**src/rtl/risc8_io_if.sv**
```systemverilog
`default_nettype none
// ============================================================================
// Module      : risc8_io_if
// Description : risc8 core data-bus signals as seen by an IO-space slave.
// Revision    : 1.0  initial release
// ============================================================================
interface risc8_io_if;
    logic [15:0] addr;
    logic        wen;
    logic        ren;
    logic [7:0]  wdata;
    logic [7:0]  rdata;
    logic        io_sel;

    modport master (output addr, wen, ren, wdata, input  rdata, io_sel);
    modport slave  (input  addr, wen, ren, wdata, output rdata, io_sel);
endinterface
`default_nettype wire

```
**src/rtl/risc8_io.sv**
```systemverilog
`default_nettype none
// ============================================================================
// Module      : risc8_io
// Description : IO-space slave for risc8: N GPIO ports plus a prescaled
//               16-bit timer with compare, CTC and IRQ. Registered reads.
// Revision    : 1.0  initial release
// ============================================================================
module risc8_io #(
    parameter int          NPORTS      = 1,
    parameter logic [6:0]  PORT_BASE   = 7'h36,
    parameter logic [6:0]  TMR_BASE    = 7'h4C,
    parameter logic [15:0] IO_LIMIT    = 16'h60,
    parameter int          SYNC_STAGES = 2
) (
    input  logic                clk,
    input  logic                rst_n,
    risc8_io_if.slave           bus,
    input  logic [8*NPORTS-1:0] pin_in,
    output logic [8*NPORTS-1:0] port_out,
    output logic [8*NPORTS-1:0] ddr_out,
    output logic                irq
);
    localparam int c_W = 8 * NPORTS;

    function automatic logic [6:0] port_addr(input int k, input int off);
        return 7'(int'(PORT_BASE) - 3 * k + off);
    endfunction

    logic           w_io, w_wr, w_rd, w_tmr;
    logic [6:0]     w_a, w_toff;
    logic [7:0]     w_rdata;
    logic [c_W-1:0] w_pin;
    logic [9:0]     w_div_m1;
    logic           w_run, w_tick, w_match, w_cmp_set, w_tov_set;
    logic [1:0]     w_clr;

    logic [c_W-1:0] r_sync [SYNC_STAGES];
    logic [c_W-1:0] r_port, r_ddr;
    logic [15:0]    r_tcnt, r_ocr;
    logic [7:0]     r_temp, r_timsk, r_rdata;
    logic [3:0]     r_tccr;
    logic [1:0]     r_tifr;
    logic [9:0]     r_presc;
    logic           r_io_sel, r_irq;

    assign w_io   = bus.addr < IO_LIMIT;
    assign w_wr   = bus.wen & w_io;
    assign w_rd   = bus.ren & w_io;
    assign w_a    = bus.addr[6:0];
    assign w_toff = w_a - TMR_BASE;
    assign w_tmr  = (w_a >= TMR_BASE) && (w_toff < 7'd7);
    assign w_pin  = r_sync[SYNC_STAGES-1];

    function automatic logic tw(input logic [6:0] off);
        return w_wr && w_tmr && (w_toff == off);
    endfunction

    always_comb begin
        w_run = 1'b1;
        case (r_tccr[2:0])
            3'd1:    w_div_m1 = 10'd0;
            3'd2:    w_div_m1 = 10'd7;
            3'd3:    w_div_m1 = 10'd63;
            3'd4:    w_div_m1 = 10'd255;
            3'd5:    w_div_m1 = 10'd1023;
            default: begin
                w_div_m1 = 10'd0;
                w_run    = 1'b0;
            end
        endcase
    end

    // A CPU commit to TCNT suppresses the tick and its compare/overflow effects.
    assign w_tick    = w_run && (r_presc == w_div_m1) && !tw(7'd0);
    assign w_match   = r_tcnt == r_ocr;
    assign w_cmp_set = w_tick && w_match;
    assign w_tov_set = w_tick && (r_tcnt == 16'hFFFF) && !(w_match && r_tccr[3]);
    assign w_clr     = tw(7'd5) ? bus.wdata[1:0] : 2'b00;

    always_comb begin
        w_rdata = 8'h00;
        for (int k = 0; k < NPORTS; k++) begin
            if (w_a == port_addr(k, 0)) w_rdata = w_pin[8*k +: 8];
            if (w_a == port_addr(k, 1)) w_rdata = r_ddr[8*k +: 8];
            if (w_a == port_addr(k, 2)) w_rdata = r_port[8*k +: 8];
        end
        if (w_tmr) begin
            case (w_toff[2:0])
                3'd0:    w_rdata = r_tcnt[7:0];
                3'd1:    w_rdata = r_temp;
                3'd2:    w_rdata = r_ocr[7:0];
                3'd3:    w_rdata = r_ocr[15:8];
                3'd4:    w_rdata = {4'h0, r_tccr};
                3'd5:    w_rdata = {6'h00, r_tifr};
                3'd6:    w_rdata = r_timsk;
                default: w_rdata = 8'h00;
            endcase
        end
    end

    always_ff @(posedge clk or negedge rst_n) begin
        if (!rst_n) begin
            for (int i = 0; i < SYNC_STAGES; i++) r_sync[i] <= '0;
        end else begin
            r_sync[0] <= pin_in;
            for (int i = 1; i < SYNC_STAGES; i++) r_sync[i] <= r_sync[i-1];
        end
    end

    always_ff @(posedge clk or negedge rst_n) begin
        if (!rst_n) begin
            r_port <= '0;
            r_ddr  <= '0;
        end else if (w_wr) begin
            for (int k = 0; k < NPORTS; k++) begin
                if (w_a == port_addr(k, 0)) r_port[8*k +: 8] <= r_port[8*k +: 8] ^ bus.wdata;
                if (w_a == port_addr(k, 1)) r_ddr[8*k +: 8]  <= bus.wdata;
                if (w_a == port_addr(k, 2)) r_port[8*k +: 8] <= bus.wdata;
            end
        end
    end

    always_ff @(posedge clk or negedge rst_n) begin
        if (!rst_n) begin
            r_tcnt   <= 16'h0000;
            r_ocr    <= 16'hFFFF;
            r_tccr   <= 4'h0;
            r_tifr   <= 2'b00;
            r_timsk  <= 8'h00;
            r_temp   <= 8'h00;
            r_presc  <= 10'd0;
            r_irq    <= 1'b0;
            r_rdata  <= 8'h00;
            r_io_sel <= 1'b0;
        end else begin
            r_io_sel <= (bus.wen | bus.ren) & w_io;
            if (w_rd) r_rdata <= w_rdata;

            if (tw(7'd1) || tw(7'd3))              r_temp <= bus.wdata;
            else if (w_rd && w_tmr && w_toff == 7'd0) r_temp <= r_tcnt[15:8];

            if (tw(7'd0))    r_tcnt <= {r_temp, bus.wdata};
            else if (w_tick) r_tcnt <= (w_match && r_tccr[3]) ? 16'h0000 : r_tcnt + 16'd1;

            if (tw(7'd2)) r_ocr   <= {r_temp, bus.wdata};
            if (tw(7'd4)) r_tccr  <= bus.wdata[3:0];
            if (tw(7'd6)) r_timsk <= bus.wdata;

            if (tw(7'd4))    r_presc <= 10'd0;
            else if (w_run)  r_presc <= (r_presc == w_div_m1) ? 10'd0 : r_presc + 10'd1;

            r_tifr <= (r_tifr & ~w_clr) | {w_cmp_set, w_tov_set};
            r_irq  <= |(r_tifr & r_timsk[1:0]);
        end
    end

    assign bus.rdata  = r_rdata;
    assign bus.io_sel = r_io_sel;
    assign port_out   = r_port;
    assign ddr_out    = r_ddr;
    assign irq        = r_irq;
endmodule
`default_nettype wire

```
**src/flat_wrapper.sv**
```systemverilog
// flat-port wrapper written by rule: the top's interface ports become plain ports
module risc8_io_flat 
#(
    parameter int          NPORTS      = 1,
    parameter logic [6:0]  PORT_BASE   = 7'h36,
    parameter logic [6:0]  TMR_BASE    = 7'h4C,
    parameter logic [15:0] IO_LIMIT    = 16'h60,
    parameter int          SYNC_STAGES = 2
)
  (clk, rst_n, pin_in, port_out, ddr_out, irq, bus_addr, bus_wen, bus_ren, bus_wdata, bus_rdata, bus_io_sel);
  risc8_io_if bus_i ();
  input  logic clk;
  input  logic rst_n;
  input  logic [8*NPORTS-1:0] pin_in;
  output logic [8*NPORTS-1:0] port_out;
  output logic [8*NPORTS-1:0] ddr_out;
  output logic irq;
  input wire logic [$bits(bus_i.addr)-1:0] bus_addr;
  input wire logic [$bits(bus_i.wen)-1:0] bus_wen;
  input wire logic [$bits(bus_i.ren)-1:0] bus_ren;
  input wire logic [$bits(bus_i.wdata)-1:0] bus_wdata;
  output wire logic [$bits(bus_i.rdata)-1:0] bus_rdata;
  output wire logic [$bits(bus_i.io_sel)-1:0] bus_io_sel;
  assign bus_i.addr = bus_addr;
  assign bus_i.wen = bus_wen;
  assign bus_i.ren = bus_ren;
  assign bus_i.wdata = bus_wdata;
  assign bus_rdata = bus_i.rdata;
  assign bus_io_sel = bus_i.io_sel;
  risc8_io #(.NPORTS(NPORTS), .PORT_BASE(PORT_BASE), .TMR_BASE(TMR_BASE), .IO_LIMIT(IO_LIMIT), .SYNC_STAGES(SYNC_STAGES)) u_core (.clk(clk), .rst_n(rst_n), .bus(bus_i), .pin_in(pin_in), .port_out(port_out), .ddr_out(ddr_out), .irq(irq));
endmodule
```
**config.mk**
```make
export PLATFORM = sky130hd
export DESIGN_NAME = risc8_io_flat
export DESIGN_NICKNAME = d
export VERILOG_FILES = /design/src/rtl/risc8_io_if.sv /design/src/rtl/risc8_io.sv /design/src/flat_wrapper.sv
export SDC_FILE = /design/constraint.sdc
export NUM_CORES = 1
export LEC_CHECK = 0
export BUFFER_PORTS_ARGS = -buffer_cell sky130_fd_sc_hd__buf_2
export CAP_MARGIN = 5
export CORE_MARGIN = 2
export CORE_UTILIZATION = 54
export CTS_BUF_LIST = sky130_fd_sc_hd__clkbuf_8
export DETAILED_ROUTE_END_ITERATION = 6
export PLACE_DENSITY = 0.76
export SYNTH_ARGS = -nofsm -noshare
export SYNTH_HDL_FRONTEND = slang
export SYNTH_SLANG_ARGS = --single-unit
```
**constraint.sdc**
```tcl
create_clock -name clk -period 4.6 [get_ports clk]
set_input_delay 0.46 -clock clk [delete_from_list [all_inputs] [get_ports clk]]
set_output_delay 0.46 -clock clk [all_outputs]
set_load 0.005 [all_outputs]
```
-- Word level (Yosys, flattened, before mapping)
Index checks and enable logic that the tools add are counted.
- bits in registers: 106
- input port bits: 36
- output and inout port bits: 26
- word-level logic and storage cells: 100
- $add $sub $neg: 3
- order comparisons: 3
- equality and inequality tests: 23
- muxes and demuxes: 18
- bitwise logic cells: 9
- reductions and logical operators: 30
- operators by type and width (operator ; count):
    8-bit two-way mux ; 8
    8-bit case mux with 7 select lines ; 1
    16-bit two-way mux ; 3
    10-bit case mux with 4 select lines ; 1
    10-bit two-way mux ; 3
    7-bit by 3-bit equality test with 1-bit output, second input constant ; 3
    7-bit by 6-bit equality test with 1-bit output, second input constant ; 3
    1-bit logical AND ; 17
    16-bit by 1-bit adder with 16-bit output, second input constant ; 1
    16-bit equality test ; 1
    16-bit equality test, second input constant ; 1
    16-bit by 7-bit < comparator with 1-bit output, second input constant ; 1
    3-bit equality test, second input constant ; 5
    7-bit by 2-bit equality test with 1-bit output, second input constant ; 2
    3-bit by 2-bit equality test with 1-bit output, second input constant ; 4
    10-bit by 1-bit adder with 10-bit output, second input constant ; 1
    10-bit equality test ; 1
    2-bit nonzero test ; 4
    8-bit bitwise XOR ; 1
    7-bit by 1-bit equality test with 1-bit output, second input constant ; 1
    7-bit >= comparator, second input constant ; 1
    7-bit zero test ; 1
    7-bit by 3-bit < comparator with 1-bit output, second input constant ; 1
    7-bit subtractor, second input constant ; 1
    other kinds (14) ; 20

-- Depth between registers and ports, before layout
- depth after elaboration: 10
- gate-level depth with buffers: 10

-- Worst setup path after synthesis
OpenSTA, ideal clock, no wires.
- path type: input to register
- from: in bus_addr[2]
- to: reg u_core.r_temp[3]
- setup time: 0.137 ns
- arrival: 2.411 ns
- path slack: 2.051 ns
- cell stages on the path: 9
- path buffers: 2
- cells stage by stage: buf_2 -> inv_1 -> ha_1 -> or4b_4 -> nor4b_4 -> o2111a_1 -> buf_6 -> mux2i_1 -> a21oi_1
- cells in the longest elaborated chain, start to end: 7
- elaborated cells on any way between the ends: 18
- those cells by class: 1 x add/sub; 3 x order compare; 2 x eq/ne; 1 x mux; 2 x bitwise; 9 x reduce/logical
- RTL lines (what ; line ; text):
    start, declared ; flat_wrapper.sv:18 ; input wire logic [$bits(bus_i.addr)-1:0] bus_addr;
    7-bit subtractor ; risc8_io.sv:50 ; assign w_toff = w_a - TMR_BASE;
    7-bit by 3-bit < comparator with 1-bit output ; risc8_io.sv:51 ; assign w_tmr = (w_a >= TMR_BASE) && (w_toff < 7'd7);
    1-bit logical AND ; risc8_io.sv:51 ;
    1-bit logical AND (2 in a row) ; risc8_io.sv:55 ; return w_wr && w_tmr && (w_toff == off);
    1-bit logical OR ; risc8_io.sv:139 ; if (tw(7'd1) || tw(7'd3)) r_temp <= bus.wdata;
    8-bit two-way mux / 2-bit nonzero test (equally long branches) ; -- ;
    end signal, assigned ; risc8_io.sv:139 ;
    end signal, assigned ; risc8_io.sv:140 ; else if (w_rd && w_tmr && w_toff == 7'd0) r_temp <= r_tcnt[15:8];
    end, declared ; risc8_io.sv:40 ; logic [7:0] r_temp, r_timsk, r_rdata;
Parallel ways exist; a longest one is shown, timed or not.
A chain may end at the register's enable or synchronous reset.

-- Worst setup path in the final report
- from: in bus_addr[2]
- to: reg u_core.r_temp[6]
The elaborated chain is that of the path after synthesis.

==> results.yml <==
power_and_ir_drop:
  cellPowerDensity_nw_per_um2: 264
  p_leak_nw: 2.80
  peakVddDrop_mv: 0.183
worst_setup_path:
  required_ns: 4.85
  crit_path_end_kind: "flip-flop"
  reg2reg_setup_slack_ns: 1.65
  cp-endpoint: "u_core.r_temp[6]"
  r2r-end: "u_core.r_tcnt[6]"
  startpoint: "bus_addr[2]"
  arrival_ns: 3.31
  crit_cells: 9
  timing.rr.start: "u_core.r_tcnt[9]"
  worst-path-buf-inv: 2
  crit_family: "simple AND/OR/NAND/NOR gates"
  crit_type: "input port to flip-flop"
  start_kind: "input port"
  path_cells: "buf_2, inv_1, ha_1, nor2b_1, o21ai_0, a21oi_2, nand4_1, nor2_1, a21oi_1"
  crit_fanout: 21
  r2r_cells: 7
  slowest_delay_ns: 0.73
  slowest_stage: "nand4_1"
global_route:
  track_usage_pct: 26.1
  grt-ovfl-total: 0
  antenna_found_initial: 0
  grt_pass1_vias: 4475
  grt_pass1_wl_um: 22900
  grt_max_degree: 71
finish:
  syn_to_final_growth_pct: 9.39
  nets: 624
  diodes: 0
  drive_gt1_share_pct: 25.8
clocking:
  cts_inserted_buffers: 9
  clkTransAtPathRegs_ns: 0.11
  clock_sinks: 106
  clock_latency_ns: 0.38
  cts_tree: "yes"
  holdBufCountCts: 0
  cts_root_buf: "clkbuf_8"
  cts_setup_buffers: 0
  cts_resized: 0
  cts.path.max_buffers: 2
  htree_levels: 3
synthesis:
  yosysTopAreaCellShare_pct: 39.8
  synth_flop_cell: "dfrtp_1"
  synth_cell_types: 58
  synth_largest_area_cell: "dfrtp_1"
  synth.yosys.seq_area_share_pct: 47.2
  ys_seq_elements: 106
  yosys-top-cells-area: "dfrtp_1 40%, mux2_2 8.2%, dfstp_2 7.4%, nor2_1 4.0%, a21oi_1 3.3%"
  synth_common_cells: "90 x dfrtp_1, 61 x nor2_1, 41 x mux2_2"
  yosysMostFrequentCell: "dfrtp_1"
  synth_nets: 582
  avgSynthCellArea_um2: 10.5
  synthArstFlopShare_pct: 100
  synthCells: 539
  synth_edf_count: 0
  syn_area_um2: 5660
  ys.warnings.count: 0
floorplan:
  core_um2: 10200
  die_x_um: 106
  io_pins: 62
  die_h_um: 106
  fp-row-count: 37
  fp.dieArea_um2: 11300
  start_util_pct: 55.3
sta:
  whs_ns: 0.170
  finalSetupViolations: 0
  timing.fmax_mhz: 327
  tns_ns: 0
  drv_slew: 0
  skew_ns: 0.0142
  post-route-period-util_pct: 66.6
  worstMarginPinSlew_ns: 0.905
  period_minus_slack_ns: 3.06
  rsz0062_at_grt: "false"
  final_hold_viol_count: 0
  relSlewSlack_pct: 39.7
detailed_routing:
  via_per_inst: 6.30
  dr.pass1.iters: 5
  drc: 0
  vias: 4546
  wl_um: 14000
  wl_per_cell_um: 19.4
  drtAntennaViolNets: 0
  drt_iter0_drc: 471
job:
  maxCapViolations: 0
placed_design:
  gp_congestion: 0.875
  port_buffers: 61
  dp_hpwl_um: 9890
worst_hold_path:
  hp-class: "input port to flip-flop"
status:
  status: "completed"
## cells in the final DEF, fill, tap and decap left out, types with 4 or more instances in the layout
cell,n
nor2b_1,7
a311oi_1,9
clkbuf_8,9
o21ai_0,23
and3_1,12
mux2_2,41
a21o_1,5
dfrtp_1,90
nor2_1,61
buf_4,4
buf_2,60
nor3_1,10
nand4_1,14
ha_1,7
nor4_1,4
a22oi_1,8
xor2_1,8
a222oi_1,7
a221oi_1,7
inv_1,8
nand3_1,10
nand2_1,34
xnor2_1,18
nand2b_1,6
or3_1,4
mux2i_1,16
dfstp_2,16
a21oi_1,37
mux4_2,4
## metal layers
metal	GRT usage, %	up-vias	wire, um
li1	-	2062	-
met1	34.3	2267	5820
met2	42.8	187	6930
met3	5.95	30	943
met4	8.74	0	296
met5	0	-	0
## layout make-up
| class | instances | area, um2 |
|---|---|---|
| sequential | 106 | 2670 |
| clock buffer | 9 | 124 |
| inverter | 8 | 30.0 |
| tap | 136 | 170 |
| timing repair buffer | 64 | 330 |
| clock inverter | 7 | 85.1 |
| multi-input combinational | 392 | 2780 |
| fill | 841 | 4040 |
## registers in the layout, summed over array words and instances (netlist names)
signal and count:
u_core.irq 1, u_core.r_tccr 4, u_core.bus.io_sel 1, u_core.r_presc 10
u_core.r_ocr 16, u_core.r_tifr 2, u_core.r_tcnt 16, u_core.r_timsk 8
u_core.r_sync 8, u_core.r_temp 8, u_core.port_out 8, u_core.ddr_out 8
u_core.bus.rdata 8, u_core.w_pin 8
## power by group
part | internal, mW | switching, mW | total [mW]
logic | 0.0269 | 0.0593 | 0.0862
clock network | 0.262 | 0.345 | 0.607
registers | 0.940 | 0.00256 | 0.942
## cell families after synthesis
kind of cell             after synthesis  share of synthesized area (%)
flip-flops                           106                           47.2
buffers and inverters                 41                           3.67
AO/OA/AOI/OAI                        120                           14.2
XOR/XNOR                              26                           4.02
AND/OR/NAND/NOR                      177                           16.3
adder cells (fa/ha/maj)                7                           1.55
multiplexers                          62                           13.0
## per-stage QoR
step	instances	util, %	area [um2]	setup WS (ns)	power [mW]
after detailed placement	706	58.5	5980	1.27	1.05
after CTS	722	60.5	6190	1.67	1.65
after floorplan	539	-	5660	2.05	0.994
after global placement	706	58.5	5980	1.46	1.04
final	722	60.5	6190	1.54	1.64
after global routing	722	60.5	6190	1.33	1.69
## worst min-delay path by stage
stage,from,endpoint,slack (ns),depth (start not counted)
global placement,u_core.r_sync[9],u_core.w_pin[1],0.33,0
floorplan,rst_n,u_core.bus.io_sel,0.16,0
CTS,pin_in[2],u_core.r_sync[10],0.16,1
detailed placement,u_core.r_sync[10],u_core.w_pin[2],0.33,0
global route,pin_in[1],u_core.r_sync[9],0.16,1
finish,pin_in[7],u_core.r_sync[15],0.17,1
## worst reg2reg max path, cell delays in order, from the launching register on
cell      delay (ns)
dfrtp_1         0.50
xnor2_1         0.30
nand4_1         0.21
nor4_1          0.38
and2_1          0.78
o21ai_0         0.21
a221oi_1        0.38
nor2_1          0.08
No activity file was read; power rests on OpenSTA's default activity.
